$ cat src/rtl/lieat_lsu_memif_pkg.sv
// Shared encodings for the LSU memory-interface agent: access sizes, flag layout, FSM states.
// The misalignment helper is only referenced when LIEAT_LSU_MEMIF_MISALIGN_CHK_EN is defined.
package lieat_lsu_memif_pkg;

    localparam logic [1:0] LSU_SIZE_B = 2'b00;
    localparam logic [1:0] LSU_SIZE_H = 2'b01;
    localparam logic [1:0] LSU_SIZE_W = 2'b10;

    localparam int FLAG_SIZE_LO = 0;
    localparam int FLAG_SIZE_HI = 1;
    localparam int FLAG_USIGN   = 2;

    localparam logic [2:0] ST_IDLE  = 3'd0;
    localparam logic [2:0] ST_REQ   = 3'd1;
    localparam logic [2:0] ST_WAIT  = 3'd2;
    localparam logic [2:0] ST_FLUSH = 3'd3;
    localparam logic [2:0] ST_RSP   = 3'd4;

    typedef enum logic [2:0] {
        S_IDLE  = ST_IDLE,
        S_REQ   = ST_REQ,
        S_WAIT  = ST_WAIT,
        S_FLUSH = ST_FLUSH,
        S_RSP   = ST_RSP
    } memif_state_e;

    // size 11 counts as a word access
    function automatic logic is_misaligned(input logic [1:0] size, input logic [1:0] off);
        return ((size == LSU_SIZE_H) && off[0]) || (size[1] && (off != 2'b00));
    endfunction

endpackage

$ cat src/rtl/lieat_lsu_memif_align.sv
// Byte-lane steering: store replication/strobes and load shift plus sign/zero extension.
module lieat_lsu_memif_align
    import lieat_lsu_memif_pkg::*;
#(
    parameter int XLEN   = 32,
    parameter int STRB_W = XLEN / 8
) (
    input  logic [1:0]        size,
    input  logic              usign,
    input  logic [1:0]        off,
    input  logic [XLEN-1:0]   st_data,
    input  logic [XLEN-1:0]   ld_raw,
    output logic [XLEN-1:0]   st_lane,
    output logic [STRB_W-1:0] st_strb,
    output logic [XLEN-1:0]   ld_data
);

    logic [XLEN-1:0] shifted;
    assign shifted = ld_raw >> {off, 3'b000};

    always_comb begin
        st_lane = st_data;
        st_strb = '1;
        ld_data = ld_raw;
        case (size)
            LSU_SIZE_B: begin
                st_lane = {STRB_W{st_data[7:0]}};
                st_strb = STRB_W'(1) << off;
                ld_data = {{(XLEN-8){~usign & shifted[7]}}, shifted[7:0]};
            end
            LSU_SIZE_H: begin
                // strobe shifts past the top lane at off=3 and is simply truncated
                st_lane = {(STRB_W/2){st_data[15:0]}};
                st_strb = STRB_W'(3) << off;
                ld_data = {{(XLEN-16){~usign & shifted[15]}}, shifted[15:0]};
            end
            default: begin
                st_lane = st_data;
                st_strb = '1;
                ld_data = ld_raw;
            end
        endcase
    end

endmodule

$ cat src/rtl/lieat_lsu_memif.sv
// LSU request -> single-beat data-memory transaction, plus fence.i / D-cache flush sequencing.
// Optional misalignment trap and bus-error reporting: LIEAT_LSU_MEMIF_MISALIGN_CHK_EN.
module lieat_lsu_memif
    import lieat_lsu_memif_pkg::*;
#(
    parameter int XLEN   = 32,
    parameter int STRB_W = XLEN / 8
) (
    input  logic              clock,
    input  logic              reset,
    input  logic              lsu_req_valid,
    output logic              lsu_req_ready,
    input  logic              lsu_req_ren,
    input  logic              lsu_req_wen,
    input  logic [XLEN-1:0]   lsu_req_addr,
    input  logic [2:0]        lsu_req_flag,
    input  logic [XLEN-1:0]   lsu_req_wdata,
    input  logic              lsu_req_fencei,
    output logic              lsu_rsp_valid,
    input  logic              lsu_rsp_ready,
    output logic [XLEN-1:0]   lsu_rsp_rdata,
    output logic              lsu_rsp_fencei_over,
`ifdef LIEAT_LSU_MEMIF_MISALIGN_CHK_EN
    output logic              lsu_rsp_err,
    input  logic              mem_rsp_err,
`endif
    output logic              mem_req_valid,
    input  logic              mem_req_ready,
    output logic              mem_req_wen,
    output logic [XLEN-1:0]   mem_req_addr,
    output logic [XLEN-1:0]   mem_req_wdata,
    output logic [STRB_W-1:0] mem_req_wstrb,
    input  logic              mem_rsp_valid,
    input  logic [XLEN-1:0]   mem_rsp_rdata,
    output logic              dcache_flush_req,
    input  logic              dcache_flush_ack
);

    memif_state_e      state_reg;
    logic [XLEN-1:0]   addr_reg;
    logic [2:0]        flag_reg;
    logic [XLEN-1:0]   wdata_reg;
    logic              ren_reg;
    logic              wen_reg;
    logic              fencei_reg;
    logic [XLEN-1:0]   rdata_reg;
    logic              fencei_over_reg;

    logic [XLEN-1:0]   st_lane;
    logic [STRB_W-1:0] st_strb;
    logic [XLEN-1:0]   ld_data;
    logic              req_misaligned;
    logic              in_req;

`ifdef LIEAT_LSU_MEMIF_MISALIGN_CHK_EN
    logic err_reg;
    assign req_misaligned = is_misaligned(lsu_req_flag[FLAG_SIZE_HI:FLAG_SIZE_LO], lsu_req_addr[1:0]);
    assign lsu_rsp_err    = err_reg;
`else
    assign req_misaligned = 1'b0;
`endif

    lieat_lsu_memif_align #(
        .XLEN   (XLEN),
        .STRB_W (STRB_W)
    ) u_align (
        .size    (flag_reg[FLAG_SIZE_HI:FLAG_SIZE_LO]),
        .usign   (flag_reg[FLAG_USIGN]),
        .off     (addr_reg[1:0]),
        .st_data (wdata_reg),
        .ld_raw  (mem_rsp_rdata),
        .st_lane (st_lane),
        .st_strb (st_strb),
        .ld_data (ld_data)
    );

    always_ff @(posedge clock) begin
        if (reset) begin
            state_reg       <= S_IDLE;
            addr_reg        <= '0;
            flag_reg        <= '0;
            wdata_reg       <= '0;
            ren_reg         <= 1'b0;
            wen_reg         <= 1'b0;
            fencei_reg      <= 1'b0;
            rdata_reg       <= '0;
            fencei_over_reg <= 1'b0;
`ifdef LIEAT_LSU_MEMIF_MISALIGN_CHK_EN
            err_reg         <= 1'b0;
`endif
        end else begin
            fencei_over_reg <= 1'b0;
            case (state_reg)
                S_IDLE: begin
                    if (lsu_req_valid) begin
                        addr_reg   <= lsu_req_addr;
                        flag_reg   <= lsu_req_flag;
                        wdata_reg  <= lsu_req_wdata;
                        fencei_reg <= lsu_req_fencei;
                        // fence.i outranks store, store outranks load
                        wen_reg    <= lsu_req_wen & ~lsu_req_fencei;
                        ren_reg    <= lsu_req_ren & ~lsu_req_wen & ~lsu_req_fencei;
                        rdata_reg  <= '0;
`ifdef LIEAT_LSU_MEMIF_MISALIGN_CHK_EN
                        err_reg    <= ~lsu_req_fencei & (lsu_req_ren | lsu_req_wen) & req_misaligned;
`endif
                        if (lsu_req_fencei)
                            state_reg <= S_FLUSH;
                        else if ((lsu_req_ren | lsu_req_wen) && !req_misaligned)
                            state_reg <= S_REQ;
                        else
                            state_reg <= S_RSP;
                    end
                end
                S_REQ: begin
                    if (mem_req_ready)
                        state_reg <= S_WAIT;
                end
                S_WAIT: begin
                    if (mem_rsp_valid) begin
                        rdata_reg <= ren_reg ? ld_data : '0;
`ifdef LIEAT_LSU_MEMIF_MISALIGN_CHK_EN
                        err_reg   <= mem_rsp_err;
`endif
                        state_reg <= S_RSP;
                    end
                end
                S_FLUSH: begin
                    if (dcache_flush_ack) begin
                        fencei_over_reg <= 1'b1;
                        state_reg       <= S_RSP;
                    end
                end
                S_RSP: begin
                    if (lsu_rsp_ready)
                        state_reg <= S_IDLE;
                end
                default: state_reg <= S_IDLE;
            endcase
        end
    end

    assign in_req = (state_reg == S_REQ);

    assign lsu_req_ready       = (state_reg == S_IDLE);
    assign lsu_rsp_valid       = (state_reg == S_RSP);
    assign lsu_rsp_rdata       = rdata_reg;
    assign lsu_rsp_fencei_over = fencei_over_reg;
    assign dcache_flush_req    = (state_reg == S_FLUSH) & fencei_reg;

    assign mem_req_valid = in_req;
    assign mem_req_wen   = in_req & wen_reg;
    assign mem_req_addr  = in_req ? {addr_reg[XLEN-1:2], 2'b00} : '0;
    assign mem_req_wdata = (in_req & wen_reg) ? st_lane : '0;
    assign mem_req_wstrb = (in_req & wen_reg) ? st_strb : '0;

endmodule

$ cat config.mk
export PLATFORM = sky130hd
export DESIGN_NAME = lieat_lsu_memif
export DESIGN_NICKNAME = d
export VERILOG_FILES = /design/src/rtl/lieat_lsu_memif_pkg.sv /design/src/rtl/lieat_lsu_memif_align.sv /design/src/rtl/lieat_lsu_memif.sv
export SDC_FILE = /design/constraint.sdc
export NUM_CORES = 1
export LEC_CHECK = 0
export CELL_PAD_IN_SITES_DETAIL_PLACEMENT = 1
export CELL_PAD_IN_SITES_GLOBAL_PLACEMENT = 1
export CORE_UTILIZATION = 32
export DETAILED_ROUTE_END_ITERATION = 12
export PLACE_DENSITY_LB_ADDON = 0.1
export SLEW_MARGIN = 20
export SYNTH_ARGS = -nofsm -noshare
export SYNTH_HDL_FRONTEND = slang
export SYNTH_HIERARCHICAL = 1
export SYNTH_SLANG_ARGS = --single-unit
$ cat constraint.sdc
create_clock -name clock -period 2.1 [get_ports clock]
set_input_delay 0.42 -clock clock [delete_from_list [all_inputs] [get_ports clock]]
set_output_delay 0.42 -clock clock [all_outputs]
set_load 0.02 [all_outputs]
Yosys cells after proc, flatten, opt, wreduce, memory -nomap -nowiden
Cells that the tools add are included. W data, S select, Z words.

Word-level logic and storage cells: 60. Output and inout bits: 106. Input port bits: 109. Bits in registers: 106.

Muxes and demuxes: 19. Equality and inequality tests: 10. Bitwise operators: 12. Shift-type cells: 3. Reduce and logical (&&, ||, !) cells: 7.

Operators by type and width (count): $pmux W32 S2 (3); $mux W32 (5); $shr A32 B5 Y16 (1); $mux W3 (7); $pmux W3 S5 (1); $ne A2 B2 Y1 const B (4); $pmux W4 S2 (1); $and A1 B1 Y1 (7); $eq A3 B2 Y1 const B (2); $reduce_and A5 Y1 (1); $mux W4 (1); $not A1 Y1 (4); $shl A1 B2 Y4 const A (1); $shl A2 B2 Y4 const A (1); $eq A3 B1 Y1 const B (1); $eq A3 B3 Y1 const B (1); $logic_not A3 Y1 (1); $reduce_and A3 Y1 (1); $eq A2 B1 Y1 const B (1); $logic_not A2 Y1 (1); $ne A2 B1 Y1 const B (1); $reduce_and A2 Y1 (1); $reduce_bool A2 Y1 (1); $reduce_or A2 Y1 (1); other kinds (2) (2).

Depth between registers and ports, before layout
Word-level depth: 6. Gate-level depth with buffers: 7. Gate-level depth less buffers: 5.

Hierarchy
The synthesis kept the hierarchy.

By module, submodules not included: lieat_lsu_memif (times used 1, cells an instance 560, sequential area each 2122.0 um2, area an instance 4434.3 um2); lieat_lsu_memif_align (times used 1, cells an instance 191, sequential area each 0.0 um2, area an instance 1336.3 um2).

Worst setup path before layout
OpenSTA, ideal clock, no wires.

Path type: flip-flop to output port. Start point: register flag_reg[1]. End point: output port mem_req_wstrb[1]. Arrival: 1.398 ns. Cell stages (with the launch flop): 6. Required time: 1.680 ns. Path buffers: 3. Path slack: 0.282 ns. Path through: dfxtp_1 buf_2 buf_1 clkbuf_1 o21bai_1 and2_1.

Cells in the longest elaborated chain, start to end: 3. Elaborated cells between the ends (all ways): 4. Those cells by class: eq/ne (1); mux (2); reduce/logical (1).

Ends and longest elaborated chain: start: declaration (RTL line lieat_lsu_memif.sv:41) `logic [2:0] flag_reg;`; start signal: assignment (RTL line lieat_lsu_memif.sv:97) `flag_reg <= lsu_req_flag;`; $eq A2 B1 Y1 / $logic_not A2 Y1 (equally long branches) (RTL line lieat_lsu_memif_align.sv:25) `case (size)`; $pmux W4 S2 * (RTL line lieat_lsu_memif_align.sv:25); named net st_strb[1] (RTL line lieat_lsu_memif.sv:50) `logic [STRB_W-1:0] st_strb;`; $mux W4 * (RTL line lieat_lsu_memif.sv:155) `assign mem_req_wstrb = (in_req & wen_reg) ? st_strb : '0;`; end: declaration (RTL line lieat_lsu_memif.sv:32) `output logic [STRB_W-1:0] mem_req_wstrb,`.

Mark *: on every way through the listed nets, which the timed path passes. The rest lies on a longest branch.

Worst setup path in the final report
Start point: register state_reg[0]. End point: output port mem_req_wdata[25].

Cells in the longest elaborated chain, start to end: 3.

Ends and longest elaborated chain: start: declaration (RTL line lieat_lsu_memif.sv:39) `memif_state_e state_reg;`; start signal: assignment (RTL line lieat_lsu_memif.sv:79) `state_reg <= S_IDLE;`; start signal: assignment (RTL line lieat_lsu_memif.sv:108) `state_reg <= S_FLUSH;`; start signal: assignment (RTL line lieat_lsu_memif.sv:110) `state_reg <= S_REQ;`; $eq A3 B1 Y1 (RTL line lieat_lsu_memif.sv:143) `assign in_req = (state_reg == S_REQ);`; $and A1 B1 Y1 (RTL line lieat_lsu_memif.sv:154) `assign mem_req_wdata = (in_req & wen_reg) ? st_lane : '0;`; $mux W32 (RTL line lieat_lsu_memif.sv:154); end: declaration (RTL line lieat_lsu_memif.sv:31) `output logic [XLEN-1:0] mem_req_wdata,`.

No other way between the ends.

==> impl_metrics.tcl <==
set metrics [dict create \
    comb_power_share_pct 34.2 \
    synth_cell_types 44 \
    hold_buffers 0 \
    switching_power_mw 2.21 \
    root_buffer "clkbuf_16" \
    postRouteWirelength_um 21400 \
    grt_pass1_vias 6322 \
    synth_top_area_share_pct 36.8 \
    worstPathArrival_ns 1.67 \
    rsz0062_at_grt "yes" \
    wl_per_cell_um 18.2 \
    fin_worst_skew_ns 0.00999 \
    critPathMaxFanout 8 \
    grtUsageTotal_pct 23.3 \
    clkLatencyLatePin_ns 0.36 \
    hold_ws_ns 0.452 \
    rows 48 \
    area_growth_pct 51.2 \
    drc_errors 0 \
    ys_ff_latch 106 \
    fp.coreArea_mm2 0.0175 \
    p_sw_share_pct 34.1 \
    finalNetCount 1057 \
    cts_buffers 9 \
    end_kind "primary output" \
    die-area_mm2 0.0186 \
    fp.dieW_um 136 \
    cts_num_sinks 106 \
    fin_area_mm2 0.00872 \
    antenna_found_initial 1 \
    yosys.area.top_type "dfxtp_1" \
    power_frac_seq_pct 36.2 \
    synth_ff_type "dfxtp_1" \
    powerDensity_mw_per_mm2 743 \
    placed_area_mm2 0.00809 \
    drv_cap 0 \
    postSynthAreaPerCell_um2 7.68 \
    synth-seq-area-share_pct 36.8 \
    p_clk_share_pct 29.6 \
    tritoncts "yes" \
    final_common_cell "nand2_1" \
    status "finished, final reports clean" \
    ir_drop_mv 0.384 \
    drtAntennaViolNets 0 \
    insertedDiodeCount 0 \
    setup_violations 0 \
    path_class "register to primary output" \
    grt-ovfl-total 0 \
    required_ns 1.68 \
    async_flop_share_pct 0 \
    worst_pin_slew_ns 0.740 \
    hold_violations 0 \
    critPathLaunchType "register" \
    hpwl_um 15000 \
    grt_pass1_wl_um 33500 \
    p_int_mw 4.28 \
    hp-class "register to register" \
    port_buffers 212 \
    final.min_clock_period_ns 2.09 \
    ys_top_cells_by_area "dfxtp_1 (37%), nand2_1 (13%), a21oi_1 (9.0%)" \
    vias 6032 \
    io_pins 215 \
    finalCritPeriodShare_pct 99.8 \
    p_leak_nw 3.39 \
    die_h_um 136 \
    start_util_pct 33.0 \
    netlist_area_mm2 0.00577 \
    fmax_mhz 477 \
    yosysWarnings 6 \
    final_cell_mix "nand2_1 (204), clkdlybuf4s50_1 (140), a21oi_1 (104)" \
    drt_iter0_drc 279 \
    syn_inst 751 \
    h-tree-depth 3 \
    gp_congestion 0.821 \
    cts.path.max_buffers 2 \
    grt_max_degree 72 \
    finalMaxSlewViolations 0 \
    relSlewSlack_pct 50.7 \
    cts.clk_slew.worst_paths_ns 0.08 \
    drive_above_1_share_pct 23.7 \
    dr.pass1.iters 4 \
    viasPerCell 5.12 \
    synth_edf_count 0 \
]
[synth_stat cells, types with 2 or more instances]
| library cell | instances |
|---|---|
| mux2_2 | 24 |
| a22oi_1 | 6 |
| o221ai_1 | 7 |
| nand4_1 | 32 |
| clkbuf_1 | 31 |
| nor2_1 | 5 |
| inv_1 | 7 |
| buf_2 | 16 |
| and2_1 | 67 |
| buf_6 | 7 |
| nand2_1 | 205 |
| o31ai_1 | 17 |
| nor2_4 | 2 |
| buf_1 | 2 |
| nor2b_1 | 2 |
| or2_2 | 2 |
| and3_1 | 10 |
| a21oi_1 | 104 |
| nor3b_1 | 2 |
| o21bai_1 | 2 |
| dfxtp_1 | 106 |
| o21ai_0 | 16 |
| nand2b_1 | 13 |
| and3b_1 | 2 |
| clkbuf_2 | 2 |
| mux2i_1 | 20 |
| nand3b_1 | 3 |
| buf_4 | 23 |
[what timing repair did]
item,in CTS,in global routing
cloned,6,0
resized for setup,369,78
pin swaps,4,20
buffers inserted,12,4
setup endpoints to repair,71,60
[worst max-delay path: stages (launching register included)]
cell and delay [ns]:
dfxtp_2 0.35, nor2b_4 0.14, and3b_2 0.30, buf_8 0.17, buf_8 0.11, and2_4 0.14
buf_6 0.11
[cells by family after synthesis]
group / after synthesis / synth area share (%)
and+or+nand+nor: 353 / 29.8
AOI/OAI and AO/OA: 157 / 16.0
DFF: 106 / 36.8
buffers and inverters: 88 / 8.52
muxes: 46 / 8.80
other: 1 / 0.0650
[metal layers]
metal / wire (um) / GRT usage, % / up-vias
li1: - / - / 2919
met1: 8870 / 27.9 / 2895
met2: 10600 / 39.6 / 178
met3: 1290 / 5.15 / 38
met4: 618 / 10.4 / 2
met5: 13 / 0 / -
[stage by stage]
stage                     TNS, ns  utilization (%)  total power, mW  instances  setup slack, ns
after detailed placement    -3.81             46.3             4.46       1145           -0.129
after global placement      -2.27             46.3             4.39       1145           -0.119
after CTS                   -1.82             49.0             6.48       1179           -0.107
final                           0             49.9             6.49       1178          0.00517
after floorplan                 0                -             3.68        752            0.282
after global routing        -1.50             49.9             6.83       1178          -0.0670
[power by group through the flow]
| stage | Sequential [mW] | Clock [mW] | Combinational (mW) |
|---|---|---|---|
| 3_5_place_dp | 2.37 | 0 | 2.08 |
| 3_3_place_gp | 2.36 | 0 | 2.03 |
| 6_report | 2.35 | 1.92 | 2.22 |
| 5_1_grt | 2.37 | 2.05 | 2.41 |
| 2_1_floorplan | 2.32 | 0 | 1.35 |
| 4_1_cts | 2.34 | 1.96 | 2.18 |
[layout make-up]
cell class	count	area [um^2]
Timing Repair Buffer	266	2660
Tap cell	225	282
Inverter	7	26.3
Clock buffer	9	225
Sequential cell	106	2130
Multi-Input combinational cell	558	3290
Fill cell	2086	8750
Clock inverter	7	109
[final timing paths]
path	startpoint	slack, ns	to	cells past startpoint
worst max-delay path	state_reg[0]	0.005	mem_req_wdata[25]	6
worst min-delay path	lsu_rsp_rdata[20]	0.45	lsu_rsp_rdata[20]	2
worst max register to register	addr_reg[0]	0.22	lsu_rsp_rdata[28]	7
worst min register to register	lsu_rsp_rdata[20]	0.45	lsu_rsp_rdata[20]	2
Power figures use the tool's default switching activity.
